## src/rtl/pipe_cla_adder_cla_nbit.sv

```systemverilog
// ============================================================================
// cla_nbit : combinational N-bit carry-lookahead adder, no state
// Rev 1.0
// ============================================================================
`default_nettype none

module cla_nbit #(
    parameter int N = 8
) (
    input  logic [N-1:0] a,
    input  logic [N-1:0] b,
    input  logic         cin,
    output logic [N-1:0] sum,
    output logic         cout,
    output logic         c_msb
);

    logic [N-1:0] w_g;
    logic [N-1:0] w_p;
    logic [N:0]   w_c;
    logic         w_acc;
    logic         w_prop;

    assign w_g = a & b;
    assign w_p = a ^ b;

    // Each carry is a flat sum-of-products of generates and the carry-in,
    // never the previous carry, so the depth does not grow with bit position.
    always_comb begin
        w_c    = '0;
        w_acc  = 1'b0;
        w_prop = 1'b0;
        w_c[0] = cin;
        for (int i = 0; i < N; i++) begin
            w_acc  = w_g[i];
            w_prop = w_p[i];
            for (int j = i - 1; j >= 0; j--) begin
                w_acc  = w_acc | (w_prop & w_g[j]);
                w_prop = w_prop & w_p[j];
            end
            w_c[i+1] = w_acc | (w_prop & cin);
        end
    end

    assign sum   = w_p ^ w_c[N-1:0];
    assign cout  = w_c[N];
    assign c_msb = w_c[N-1];

endmodule

`default_nettype wire

```

## src/rtl/pipe_cla_adder.sv

```systemverilog
// ============================================================================
// pipe_cla_adder : pipelined block carry-lookahead add/subtract, deskewed output
// Rev 1.0
// ============================================================================
`default_nettype none

module pipe_cla_adder #(
    parameter int WIDTH = 32,
    parameter int BLOCK = 8
) (
    input  logic             clk,
    input  logic             rst_n,
    input  logic             in_valid,
    output logic             in_ready,
    input  logic [WIDTH-1:0] a,
    input  logic [WIDTH-1:0] b,
    input  logic             cin,
    input  logic             sub,
    output logic             out_valid,
    input  logic             out_ready,
    output logic [WIDTH-1:0] sum,
    output logic             cout,
    output logic             ovf
);

    localparam int STAGES = WIDTH / BLOCK;

    if (((WIDTH % BLOCK) != 0) || (BLOCK < 2) || (WIDTH < BLOCK)) begin : g_bad_params
        $error("pipe_cla_adder: WIDTH must be a multiple of BLOCK, BLOCK >= 2, WIDTH >= BLOCK");
    end

    // Rank k feeds block k; rank STAGES is the output register.
    logic [STAGES-1:0][WIDTH-1:0] r_a;
    logic [STAGES-1:0][WIDTH-1:0] r_b;
    logic [STAGES:0][WIDTH-1:0]   r_s;
    logic [STAGES:0]              r_c;
    logic [STAGES:0]              r_v;
    logic                         r_ovf;

    logic [STAGES-1:0][BLOCK-1:0] w_blk_sum;
    logic [STAGES-1:0]            w_blk_cout;
    logic [STAGES-1:0]            w_blk_cmsb;
    logic [STAGES-1:0][WIDTH-1:0] w_s_next;
    logic                         w_adv;
    logic                         w_unused;

    assign w_adv = out_ready | ~r_v[STAGES];

    for (genvar k = 0; k < STAGES; k++) begin : g_stage
        cla_nbit #(
            .N (BLOCK)
        ) u_cla (
            .a     (r_a[k][BLOCK-1:0]),
            .b     (r_b[k][BLOCK-1:0]),
            .cin   (r_c[k]),
            .sum   (w_blk_sum[k]),
            .cout  (w_blk_cout[k]),
            .c_msb (w_blk_cmsb[k])
        );
    end

    always_comb begin
        w_s_next = '0;
        for (int k = 0; k < STAGES; k++) begin
            w_s_next[k]                  = r_s[k];
            w_s_next[k][k*BLOCK +: BLOCK] = w_blk_sum[k];
        end
    end

    // Operands shift down one block per stage so each block always reads
    // the low BLOCK bits; subtraction folds into ~b with a forced carry-in.
    always_ff @(posedge clk or negedge rst_n) begin
        if (!rst_n) begin
            r_a   <= '0;
            r_b   <= '0;
            r_s   <= '0;
            r_c   <= '0;
            r_v   <= '0;
            r_ovf <= 1'b0;
        end else if (w_adv) begin
            r_v[0] <= in_valid;
            r_a[0] <= a;
            r_b[0] <= sub ? ~b : b;
            r_c[0] <= sub | cin;
            r_s[0] <= '0;
            for (int k = 0; k < STAGES; k++) begin
                r_v[k+1] <= r_v[k];
                r_c[k+1] <= w_blk_cout[k];
                r_s[k+1] <= w_s_next[k];
            end
            for (int k = 0; k < STAGES - 1; k++) begin
                r_a[k+1] <= r_a[k] >> BLOCK;
                r_b[k+1] <= r_b[k] >> BLOCK;
            end
            r_ovf <= w_blk_cout[STAGES-1] ^ w_blk_cmsb[STAGES-1];
        end
    end

    assign w_unused = ^{r_a[STAGES-1], r_b[STAGES-1], w_blk_cmsb};

    assign in_ready  = w_adv;
    assign out_valid = r_v[STAGES];
    assign sum       = r_s[STAGES];
    assign cout      = r_c[STAGES];
    assign ovf       = r_ovf;

endmodule

`default_nettype wire
```

## config.mk

```make
export PLATFORM = sky130hd
export DESIGN_NAME = pipe_cla_adder
export DESIGN_NICKNAME = d
export VERILOG_FILES = /design/src/rtl/pipe_cla_adder_cla_nbit.sv /design/src/rtl/pipe_cla_adder.sv
export SDC_FILE = /design/constraint.sdc
export NUM_CORES = 1
export LEC_CHECK = 0
export ABC_AREA = 1
export BUFFER_PORTS_ARGS = -buffer_cell sky130_fd_sc_hd__buf_4
export CORE_MARGIN = 1
export CORE_UTILIZATION = 45
export DETAILED_ROUTE_END_ITERATION = 12
export PLACE_DENSITY = 0.61
export SLEW_MARGIN = 10
export SYNTH_ARGS = -nofsm -noshare
export SYNTH_HDL_FRONTEND = slang
export SYNTH_HIERARCHICAL = 1
export SYNTH_SLANG_ARGS = --single-unit
```

## constraint.sdc

```tcl
create_clock -name clk -period 2.5 [get_ports clk]
set_input_delay 0.375 -clock clk [delete_from_list [all_inputs] [get_ports clk]]
set_output_delay 0.375 -clock clk [all_outputs]
set_load 0.05 [all_outputs]
```

[Word level (Yosys, flattened, before mapping)]
Index checks and enable logic that the tools add are counted.
Storage, ports and cells
  bits in registers: 251
  latch bits: 0
  memory bits (writable): 0
  ROM bits: 0
  bits of input ports: 70
  logic and storage cells: 433
  memories kept: 0
Cells by class
  $add $sub $neg: 0
  $mul: 0
  div/mod/pow operators: 0
  order comparisons: 0
  equality and inequality tests: 0
  shift operators: 0
  mux-type cells: 1
  bitwise operators: 417
  reductions and logical operators: 0
Operator list (count)
  $and A1 B1 Y1: 256
  $or A1 B1 Y1: 146
  $xor A8 B8 Y8: 8
  $and A8 B8 Y8: 4
  $mux W32: 1
  $not A32 Y32: 1
  $not A1 Y1: 1
  $xor A1 B1 Y1: 1

[Logic depth before layout (Yosys ltp)]
  depth after elaboration: 11
  mapped depth: 13
  depth with buffers taken out: 13

[Hierarchy]
Netlist, hierarchy kept.
Modules (own cells, without submodules)
  pipe_cla_adder: instances 1, cells an instance 1173, area each 10052.1 µm², seq. area each 6281.0 µm²
  cla_nbit (g_stage[2].u_cla ...): instances 2, cells an instance 73, area each 444.2 µm², seq. area each 0.0 µm²
  cla_nbit (g_stage[0].u_cla): instances 1, cells an instance 82, area each 484.2 µm², seq. area each 0.0 µm²
  cla_nbit (g_stage[1].u_cla): instances 1, cells an instance 73, area each 447.9 µm², seq. area each 0.0 µm²

[Least setup slack after synthesis]
No wires, ideal clock.
  kind: register to output
  start: reg r_v[4]
  end: out in_ready
  data arrival time: 1.251 ns
  slack: 0.874 ns
  stages on the path, launching flop included: 4
  path buffers: 2
  cell sequence: dfrtp_1 > nand2_2 > buf_4 > buf_2
Between the ends
  word-level cells in the longest chain between the ends: 2
Ends and longest elaborated chain
  start: declaration: RTL line pipe_cla_adder.sv:37  | logic [STAGES:0] r_v;
  start signal: indexed assignment: RTL line pipe_cla_adder.sv:87  | r_v[k+1] <= r_v[k];
  $not A1 Y1: RTL line pipe_cla_adder.sv:47  | assign w_adv = out_ready | ~r_v[STAGES];
  $or A1 B1 Y1: RTL line pipe_cla_adder.sv:47
  end: declaration: RTL line pipe_cla_adder.sv:14  | output logic in_ready,
Every way passes these cells.

[Final worst setup path]
Same ends and word-level chain as after synthesis.

==> flow_metrics.env <==
export IMPL_outcome="finished clean"
export IMPL_arrival_ps=1630
export IMPL_slew_headroom_pct=59.96
export IMPL_pin_count=106
export IMPL_period_needed_ps=2004
export IMPL_holdWs_ps=44.75
export IMPL_yosysSeqAreaShare_pct=52.90
export IMPL_route_detailed_drc=0
export IMPL_antenna_cells=0
export IMPL_skew_ps=7.970
export IMPL_avgViaCountPerCell=4.669
export IMPL_wire_per_inst_um=12.78
export IMPL_synth_cell_type_count=27
export IMPL_dr_pass1_iters=7
export IMPL_synthArstFlopShare_pct=100.0
export IMPL_dieArea_um2=27040
export IMPL_start_util_pct=45.69
export IMPL_drive_gt1_share_pct=12.37
export IMPL_setup_tns_ps=0
export IMPL_clk_pin_slew_worst_paths_ps=60
export IMPL_fmax_mhz=499.0
export IMPL_fin_nets=1637
export IMPL_vias=8773
export IMPL_htree_levels=1
export IMPL_synth_top_cell_by_area="dfrtp_1"
export IMPL_synth_common_cells="nand2_1, dfrtp_1, inv_1, nand3_1, o21ai_0"
export IMPL_clk_root_buffer_cell="clkbuf_16"
export IMPL_routabilityCongestion=0.8309
export IMPL_post_dp_hpwl_um=16880
export IMPL_yosysWarnings=6
export IMPL_synthCells=1474
export IMPL_drt_iter0_drc=530
export IMPL_slew_viol_final=0
export IMPL_post_cts_buffers=0
export IMPL_multi_input_area_um2=4638
export IMPL_peakVddDrop_v=0.0007677
export IMPL_synth_top_area_share_pct=52.90
export IMPL_fp_row_count=59
export IMPL_clock_path_buffers=3
export IMPL_ant_nets=0
export IMPL_r2r_cells=13
export IMPL_leakage_nw=7.458
export IMPL_synth_edf_count=0
export IMPL_rsz0062_at_grt="no"
export IMPL_die_h_um=164.4
export IMPL_crit_required_ps=2120
export IMPL_n_fill_cell=2530
export IMPL_cts_tree="yes"
export IMPL_grt_pass1_wl_um=40970
export IMPL_path_max_fanout=67
export IMPL_port_buffers=105
export IMPL_regArea_um2=6281
export IMPL_grt_usage_pct=18.71
export IMPL_overflow=0
export IMPL_fin_util_pct=52.52
export IMPL_setup_violations=0
export IMPL_whs_path_depth=3
export IMPL_p_per_area_nw_per_um2=1380
export IMPL_synth_top_cells_by_area="dfrtp_1, nand2_1, ha_1"
export IMPL_clk_latency_ps=520
export IMPL_yosys_most_used_dff="dfrtp_1"
export IMPL_layout_area_overhead_vs_synth_pct=14.94
export IMPL_antenna_found_initial=0
export IMPL_avgSynthCellArea_um2=8.055
export IMPL_die_x_um=164.4
export IMPL_path_class="reg2out"
export IMPL_period_share_pct=80.17
export IMPL_yosysMostFrequentCell="nand2_1"
export IMPL_cts_buffers=27
export IMPL_hold_violations=0
export IMPL_synth_fp_nets=1584
export IMPL_wl_um=24020
export IMPL_grt_pass1_vias=8301
export IMPL_synth_area_um2=11870
export IMPL_cap_violations=0
export IMPL_grt_max_degree=82
export IMPL_clock_sinks=251
export IMPL_coreArea_um2=25980
export IMPL_yosys_register_bits=251
export IMPL_hold_path_class="in2reg"
export IMPL_end_kind="primary output"
export IMPL_worst_setup_path_start_kind="flip-flop"
export IMPL_tightest_slew_ps=600.6
## cells in the final DEF, fill, tap and decap left out, types with 27 or more instances in the layout
| cell type | count |
|---|---|
| nor2_1 | 32 |
| inv_1 | 99 |
| o21ai_0 | 56 |
| nand2_1 | 758 |
| buf_4 | 111 |
| ha_1 | 36 |
| dfrtp_1 | 251 |
| nand3_1 | 62 |
| clkbuf_16 | 27 |
## flip-flops by register name, indices dropped and copies added, names as in the netlist
name	count
ovf	1
r_b	80
sum	32
r_s	48
r_v	5
r_a	80
r_c	5
## logic make-up (layout without fill, tap and decap cells)
group / count (synthesis) / in the layout / synth area share, %
AND/OR/NAND/NOR: 894 / 894 / 29.94
flip-flops: 251 / 251 / 52.90
buffers and inverters: 199 / 269 / 8.146
AO/OA/AOI/OAI: 74 / 74 / 3.362
adder cells (fa/ha/maj): 40 / 40 / 4.468
XOR/XNOR: 16 / 16 / 1.180
## timing repair
item	4_1_cts	5_1_grt
endpoints found under the hold margin	71	0
resized for setup	0	0
hold buffers	1	0
## stage by stage
| step | setup WS, ps | power, mW | instance area (um2) | std cells |
|---|---|---|---|---|
| global route | 424.3 | 20.51 | 13650 | 1879 |
| global placement | 798.7 | 14.76 | 12730 | 1832 |
| finish | 495.9 | 18.84 | 13650 | 1879 |
| CTS | 475.3 | 19.07 | 13650 | 1879 |
| floorplan | 874.3 | 13.20 | 11870 | 1474 |
| detailed placement | 781.3 | 14.95 | 12730 | 1832 |
## critical path, stage by stage, from the launching register on
cell and delay [ps]:
dfrtp_1 450, nand2_8 340, buf_4 280
## cell type report
cell class / count / share of cell area, %
inverter: 102 / 2.806
sequential: 251 / 46.03
multi-input combinational: 1024 / 33.99
tap: 335 / 3.071
clock buffer: 36 / 5.492
timing repair buffer: 121 / 7.463
clock inverter: 10 / 1.155
## metal layers
metal | vias up | part of all wire, % | global-route usage, %
li1 | 4595 | - | -
met3 | 26 | 4.0 | 2.109
met5 | - | 0 | 0
met2 | 158 | 43 | 28.79
met1 | 3994 | 51 | 28.43
met4 | 0 | 1.4 | 3.962
## worst paths after layout
| path | from | end | slack (ps) |
|---|---|---|---|
| max reg2reg | r_a[97] | ovf | 780 |
| min in group asynchronous | rst_n | sum[27] | 430 |
| max | r_v[4] | in_ready | 500 |
| max in group asynchronous | rst_n | r_s[68] | 1270 |
| min reg2reg | r_v[3] | r_v[4] | 460 |
| min | a[11] | r_a[11] | 40 |
## power by group
group	leakage, nW	internal [mW]	switching, mW
clock	0.449	2.50	1.54
sequential	3.04	5.87	1.04
combinational	3.97	2.74	5.15
total	7.46	11.1	7.72
(Power assumes the default switching activity.)
